## config.mk

```make
export PLATFORM = sky130hd
export DESIGN_NAME = dino_motion_controller
export DESIGN_NICKNAME = d
export VERILOG_FILES = /design/src/rtl/dino_motion_controller.sv
export SDC_FILE = /design/constraint.sdc
export NUM_CORES = 1
export LEC_CHECK = 0
export ABC_CLOCK_PERIOD_IN_PS = 3200
export CORE_MARGIN = 3
export CORE_UTILIZATION = 45
export DETAILED_ROUTE_END_ITERATION = 8
export GPL_ROUTABILITY_DRIVEN = 0
export PLACE_DENSITY = 0.8
export SYNTH_ARGS = -nofsm -noshare
export SYNTH_HDL_FRONTEND = slang
export SYNTH_SLANG_ARGS = --single-unit
```

## constraint.sdc

```tcl
create_clock -name clk -period 3.2 [get_ports clk]
set_input_delay 0.8 -clock clk [delete_from_list [all_inputs] [get_ports clk]]
set_output_delay 0.8 -clock clk [all_outputs]
set_load 0.1 [all_outputs]
```

## src/rtl/dino_motion_controller.sv

```systemverilog
`default_nettype none
// ============================================================================
// Module : dino_motion_controller
// Frame-rate jump physics for the dino sprite: frame tick, jump FSM, score.
// Rev    : 1.0  initial release
// ============================================================================
module dino_motion_controller #(
  parameter int X_POS     = 100,
  parameter int GROUND_Y  = 400,
  parameter int TOP_LIMIT = 60,
  parameter int JUMP_VEL  = 16,
  parameter int GRAVITY   = 1
) (
  input  logic        clk,
  input  logic        reset,
  input  logic        screen_ready,
  input  logic        jump_btn,
  output logic [31:0] x_coor,
  output logic [31:0] y_coor,
  output logic        jumping,
  output logic [15:0] score
);

  typedef enum logic [1:0] {
    ST_WAIT   = 2'd0,
    ST_GROUND = 2'd1,
    ST_AIR    = 2'd2
  } state_t;

  localparam logic signed [12:0] GROUND_Y13  = 13'(GROUND_Y);
  localparam logic signed [13:0] GROUND_Y14  = 14'(GROUND_Y);
  localparam logic signed [12:0] TOP_LIMIT13 = 13'(TOP_LIMIT);
  localparam logic signed [13:0] TOP_LIMIT14 = 14'(TOP_LIMIT);
  localparam logic signed [7:0]  JUMP_VEL8   = 8'(JUMP_VEL);
  localparam logic signed [7:0]  GRAVITY8    = 8'(GRAVITY);

  state_t             state;
  logic               btn_meta;
  logic               btn_sync;
  logic               btn_prev;
  logic               sr_q;
  logic               sr_prev;
  logic               jump_req;
  logic signed [12:0] y;
  logic signed [7:0]  vy;

  logic               frame_tick;
  logic               btn_rise;
  logic signed [13:0] y_next;
  logic signed [7:0]  vy_next;

  assign frame_tick = sr_q & ~sr_prev;
  assign btn_rise   = btn_sync & ~btn_prev;
  // One extra bit of headroom so a large upward step cannot wrap past the limits.
  assign y_next     = {y[12], y} - {{6{vy[7]}}, vy};
  assign vy_next    = vy - GRAVITY8;

  assign x_coor = 32'(X_POS);
  assign y_coor = {20'd0, y[11:0]};

  always_ff @(posedge clk or negedge reset) begin
    if (!reset) begin
      btn_meta <= 1'b0;
      btn_sync <= 1'b0;
      btn_prev <= 1'b0;
      sr_q     <= 1'b0;
      sr_prev  <= 1'b0;
    end else begin
      btn_meta <= jump_btn;
      btn_sync <= btn_meta;
      btn_prev <= btn_sync;
      sr_q     <= screen_ready;
      sr_prev  <= sr_q;
    end
  end

  // A fresh edge wins over the tick clear, so it is served on the following tick.
  always_ff @(posedge clk or negedge reset) begin
    if (!reset) begin
      jump_req <= 1'b0;
    end else if (btn_rise) begin
      jump_req <= 1'b1;
    end else if (frame_tick) begin
      jump_req <= 1'b0;
    end
  end

  always_ff @(posedge clk or negedge reset) begin
    if (!reset) begin
      state   <= ST_WAIT;
      y       <= GROUND_Y13;
      vy      <= '0;
      score   <= '0;
      jumping <= 1'b0;
    end else if (frame_tick) begin
      case (state)
        ST_WAIT: begin
          if (jump_req) begin
            state <= ST_GROUND;
          end
        end
        ST_GROUND: begin
          if (score != 16'hFFFF) begin
            score <= score + 16'd1;
          end
          if (jump_req) begin
            vy      <= JUMP_VEL8;
            state   <= ST_AIR;
            jumping <= 1'b1;
          end
        end
        ST_AIR: begin
          if (score != 16'hFFFF) begin
            score <= score + 16'd1;
          end
          if (y_next >= GROUND_Y14) begin
            y       <= GROUND_Y13;
            vy      <= '0;
            state   <= ST_GROUND;
            jumping <= 1'b0;
          end else if (y_next < TOP_LIMIT14) begin
            y  <= TOP_LIMIT13;
            vy <= vy_next;
          end else begin
            y  <= y_next[12:0];
            vy <= vy_next;
          end
        end
        default: begin
          state   <= ST_WAIT;
          jumping <= 1'b0;
        end
      endcase
    end
  end

endmodule
`default_nettype wire

```

==> flow_summary.rst <==
.. list-table::
   :header-rows: 1

   * - Metric
     - Value
   * - Outcome
     - finished, final reports clean
   * - Max-Slew Margin vs Limit
     - 32.56%
   * - Layout cells sized above 1
     - 18.95%
   * - Root buf cell
     - sky130_fd_sc_hd__clkbuf_8
   * - Type of the setup path with the least slack
     - flop to flop
   * - Total length of routed wires
     - 6.413 mm
   * - FF-to-FF End
     - vy[1]
   * - Overflow left after global routing
     - 0
   * - Fillcell total
     - 658
   * - Total setup violations reported at the end of the flow
     - 0
   * - Worst hold start
     - btn_meta
   * - Proportion of netlist area held by the largest area contributor
     - 33.15%
   * - Number of global-route vias before repair
     - 2285
   * - Core utilization of the finished layout
     - 51.29%
   * - Number of design rule violations left after detail routing
     - 0
   * - Starting DRT DRC Count
     - 111
   * - Max-capacitance violation count
     - 0
   * - Initial core utilization
     - 46.99%
   * - Total inserted antenna cells
     - 0
   * - Via density
     - 5.032
   * - Final Hold Fails
     - 0
   * - CTS sink cnt
     - 46
   * - WL/cell
     - 13.47 um
   * - Final count of pins violating max slew
     - 0
   * - Syn Inst Count
     - 349
   * - Post-DP HPWL
     - 4.765 mm
   * - CP max FO
     - 8
   * - Synth area leaders
     - sky130_fd_sc_hd__dfrtp_1, sky130_fd_sc_hd__buf_4, sky130_fd_sc_hd__ha_1
   * - Cell total after placement
     - 464
   * - Antenna violations before repair
     - 0
   * - Share of the yosys chip area belonging to registers
     - 35.58%
   * - Type of origin of the critical path
     - flop
   * - Instance count along the most critical hold path
     - 0
   * - Final cycle utilization of the critical path
     - 95.41%
   * - Placeable Area
     - 6907 um2
   * - Register-to-Register Path Depth
     - 11
   * - Crit path required time
     - 3.41 ns
   * - Net count reported at finish
     - 402
   * - Signal arrival time at the worst endpoint
     - 3.26 ns
   * - CTS buffer count
     - 5
   * - Measured slew at the worst slew-check pin
     - 1.012 ns
   * - Primary flip-flop cell chosen by synthesis mapping
     - sky130_fd_sc_hd__dfrtp_1
   * - Final min period
     - 3.053 ns
   * - Router iterations before antenna repair
     - 4
   * - Cell type with the largest total area after synthesis
     - sky130_fd_sc_hd__dfrtp_1
   * - TritonCTS clock tree
     - built
   * - Clock transition at the register clock pins on the worst setup and hold paths after CTS
     - 0.09 ns
   * - Final ANT Viol Nets
     - 0
   * - EDFF count, synth
     - 0
   * - Maximum number of pins on one net before global-route repair
     - 47
   * - Final non-filler cell total
     - 476
   * - Flops & latches, synth
     - 46
   * - Setup tns final
     - 0 ns
   * - Unrepaired setup endpoints after global routing
     - no
   * - Mean instance size in the synthesized netlist
     - 9.300 um2
   * - Max Fclk
     - 0.3275 GHz
   * - Overall routing resource usage
     - 15.15%
   * - Classification of the worst-slack hold path
     - flop to flop
   * - Die Y-Extent
     - 90.93 um
   * - CTS H-tree depth
     - 2
   * - Bufs on Longest Clock Path
     - 2
   * - Via total after detailed routing
     - 2395
   * - Fraction of registers with async set/reset
     - 100.0%
   * - Number of unique standard cell types used by synthesis
     - 50
   * - Post-synthesis instance area
     - 3246 um2
   * - Port bufs
     - 32
   * - Terminating pin of the worst hold path
     - btn_sync
   * - Area grow syn2layout
     - 9.137%
   * - Slack of the worst reg-to-reg path
     - 0.15 ns
   * - Insertion delay to the later sink of the worst-skew pair
     - 0.30 ns
   * - Warning count from the yosys run
     - 0
   * - # IOs
     - 85
   * - DIE WIDTH
     - 90.93 um
   * - Critical register-to-register path startpoint
     - vy[1]
   * - Clock skew
     - 0.005872 ns
   * - Die outline area
     - 8267 um2
   * - Sort of element at the end of the critical path
     - flop
   * - Number of rows created at floorplan
     - 30
   * - Wire length of the first global-routing pass
     - 10.49 mm
-- sequential cells by signal, indices dropped and copies added, names as in the netlist --
signal / count
btn_meta: 1
btn_prev: 1
btn_sync: 1
jump_req: 1
jumping: 1
score: 16
sr_prev: 1
sr_q: 1
state: 2
vy: 8
y: 13
-- final cells by class --
class	instances	area (um2)	share of cell area, %
multi-input combinational	267	1777	50.16
clock inverter	3	43.79	1.236
tap	96	120.1	3.391
clock buffer	5	68.82	1.943
sequential	46	1155	32.60
inverter	18	67.56	1.907
timing repair buffer	41	310.3	8.760
-- worst max-delay path, stage by stage (launching register included) --
cell                        delay (ns)
sky130_fd_sc_hd__dfrtp_1          0.42
sky130_fd_sc_hd__inv_2            0.08
sky130_fd_sc_hd__ha_1             0.26
sky130_fd_sc_hd__nor2b_1          0.15
sky130_fd_sc_hd__o311ai_2         0.38
sky130_fd_sc_hd__a21oi_1          0.17
sky130_fd_sc_hd__or3_1            0.39
sky130_fd_sc_hd__o311a_1          0.17
sky130_fd_sc_hd__a2111oi_4        0.35
sky130_fd_sc_hd__buf_4            0.21
sky130_fd_sc_hd__nor2_2           0.09
sky130_fd_sc_hd__o32ai_1          0.28
-- routing by layer --
metal  vias up  share of wire, %  track usage, %
li1       1158                 -               -
met1      1142                45           19.66
met2        84                47           25.14
met3        11               6.3           3.583
met4         0               1.2           4.271
met5         -                 0               0
-- synthesized netlist by cell type (2+ instances only) --
| cell type | count |
|---|---|
| sky130_fd_sc_hd__buf_4 | 64 |
| sky130_fd_sc_hd__dfrtp_1 | 43 |
| sky130_fd_sc_hd__nand2_1 | 25 |
| sky130_fd_sc_hd__xnor2_1 | 21 |
| sky130_fd_sc_hd__ha_1 | 18 |
| sky130_fd_sc_hd__inv_1 | 18 |
| sky130_fd_sc_hd__nor2_1 | 18 |
| sky130_fd_sc_hd__nand3_1 | 12 |
| sky130_fd_sc_hd__a21oi_1 | 11 |
| sky130_fd_sc_hd__a211oi_1 | 8 |
| sky130_fd_sc_hd__and2_1 | 8 |
| sky130_fd_sc_hd__o21ai_0 | 8 |
| sky130_fd_sc_hd__xor2_1 | 7 |
| sky130_fd_sc_hd__nand4_1 | 6 |
| sky130_fd_sc_hd__nor2b_1 | 6 |
| sky130_fd_sc_hd__nor3_1 | 6 |
| sky130_fd_sc_hd__o211ai_1 | 5 |
| sky130_fd_sc_hd__clkbuf_1 | 4 |
| sky130_fd_sc_hd__nor4_1 | 4 |
| sky130_fd_sc_hd__o31ai_1 | 4 |
| sky130_fd_sc_hd__a21o_1 | 3 |
| sky130_fd_sc_hd__a31oi_1 | 3 |
| sky130_fd_sc_hd__and3_1 | 3 |
| sky130_fd_sc_hd__and4_1 | 3 |
| sky130_fd_sc_hd__dfstp_2 | 3 |
| sky130_fd_sc_hd__mux2_2 | 3 |
| sky130_fd_sc_hd__nand2b_1 | 3 |
| sky130_fd_sc_hd__o41ai_1 | 3 |
| sky130_fd_sc_hd__or3_1 | 3 |
| sky130_fd_sc_hd__conb_1 | 2 |
| sky130_fd_sc_hd__mux2i_1 | 2 |
| sky130_fd_sc_hd__o21ai_1 | 2 |
| sky130_fd_sc_hd__o311a_1 | 2 |
| sky130_fd_sc_hd__or2_1 | 2 |
-- cells in the final DEF, fill, tap and decap left out, types with 4 or more instances in the layout --
| cell | instances |
|---|---|
| sky130_fd_sc_hd__a21oi_1 | 9 |
| sky130_fd_sc_hd__nor2_1 | 18 |
| sky130_fd_sc_hd__inv_1 | 17 |
| sky130_fd_sc_hd__nand3_1 | 12 |
| sky130_fd_sc_hd__o211ai_1 | 5 |
| sky130_fd_sc_hd__clkbuf_8 | 5 |
| sky130_fd_sc_hd__buf_4 | 38 |
| sky130_fd_sc_hd__o21ai_0 | 7 |
| sky130_fd_sc_hd__nor3_1 | 6 |
| sky130_fd_sc_hd__nand4_1 | 6 |
| sky130_fd_sc_hd__nand2_1 | 25 |
| sky130_fd_sc_hd__nor4_1 | 4 |
| sky130_fd_sc_hd__xor2_1 | 5 |
| sky130_fd_sc_hd__ha_1 | 18 |
| sky130_fd_sc_hd__conb_1 | 52 |
| sky130_fd_sc_hd__xnor2_1 | 21 |
| sky130_fd_sc_hd__dfrtp_1 | 43 |
| sky130_fd_sc_hd__and2_1 | 8 |
| sky130_fd_sc_hd__a211oi_1 | 7 |
| sky130_fd_sc_hd__nor2b_1 | 6 |
-- through the flow --
stage,cell area [um2],setup WS (ns),hold slack (ns)
6_report,3542,0.1470,0.3601
5_1_grt,3542,0.003464,0.3664
4_1_cts,3451,0.01387,0.3629
3_5_place_dp,3338,0.04380,0.3418
3_3_place_gp,3338,0.1852,0.3342
2_1_floorplan,3433,0.06005,0.3312
-- cells by family (layout without fill, tap and decap cells) --
logic type                 after synthesis  in the layout  share of synthesized area [%]
AOI/OAI and AO/OA                       59             59                          13.65
and+or+nand+nor                        104            104                          16.42
adders and majority gates               19             19                          7.556
xor gates and xnor gates                28             28                          7.556
buffers and inverters                   86             67                          17.35
muxes                                    5              5                          1.658
other                                    2             52                         0.2314
DFF                                     46             46                          35.58
-- how the worst max path moves through the flow --
stage / startpoint / endpoint / slack (ns) / depth (start not counted)
2_1_floorplan: vy[0] / y[4] / 0.06 / 10
3_3_place_gp: vy[0] / jumping / 0.19 / 11
3_5_place_dp: vy[0] / jumping / 0.04 / 12
4_1_cts: vy[0] / jumping / 0.01 / 12
5_1_grt: vy[1] / y[2] / 0.003 / 11
6_report: vy[1] / vy[1] / 0.15 / 11
-- repair_timing --
| action | CTS | global route |
|---|---|---|
| buffers inserted | 0 | 4 |
| setup endpoints to repair | 0 | 17 |
| hold buffers | 0 | 0 |
| resized for setup | 0 | 13 |
Power is left out: the tool's default activity adds up to more than one toggle a clock period on the data nets, which glitch-free logic cannot reach.
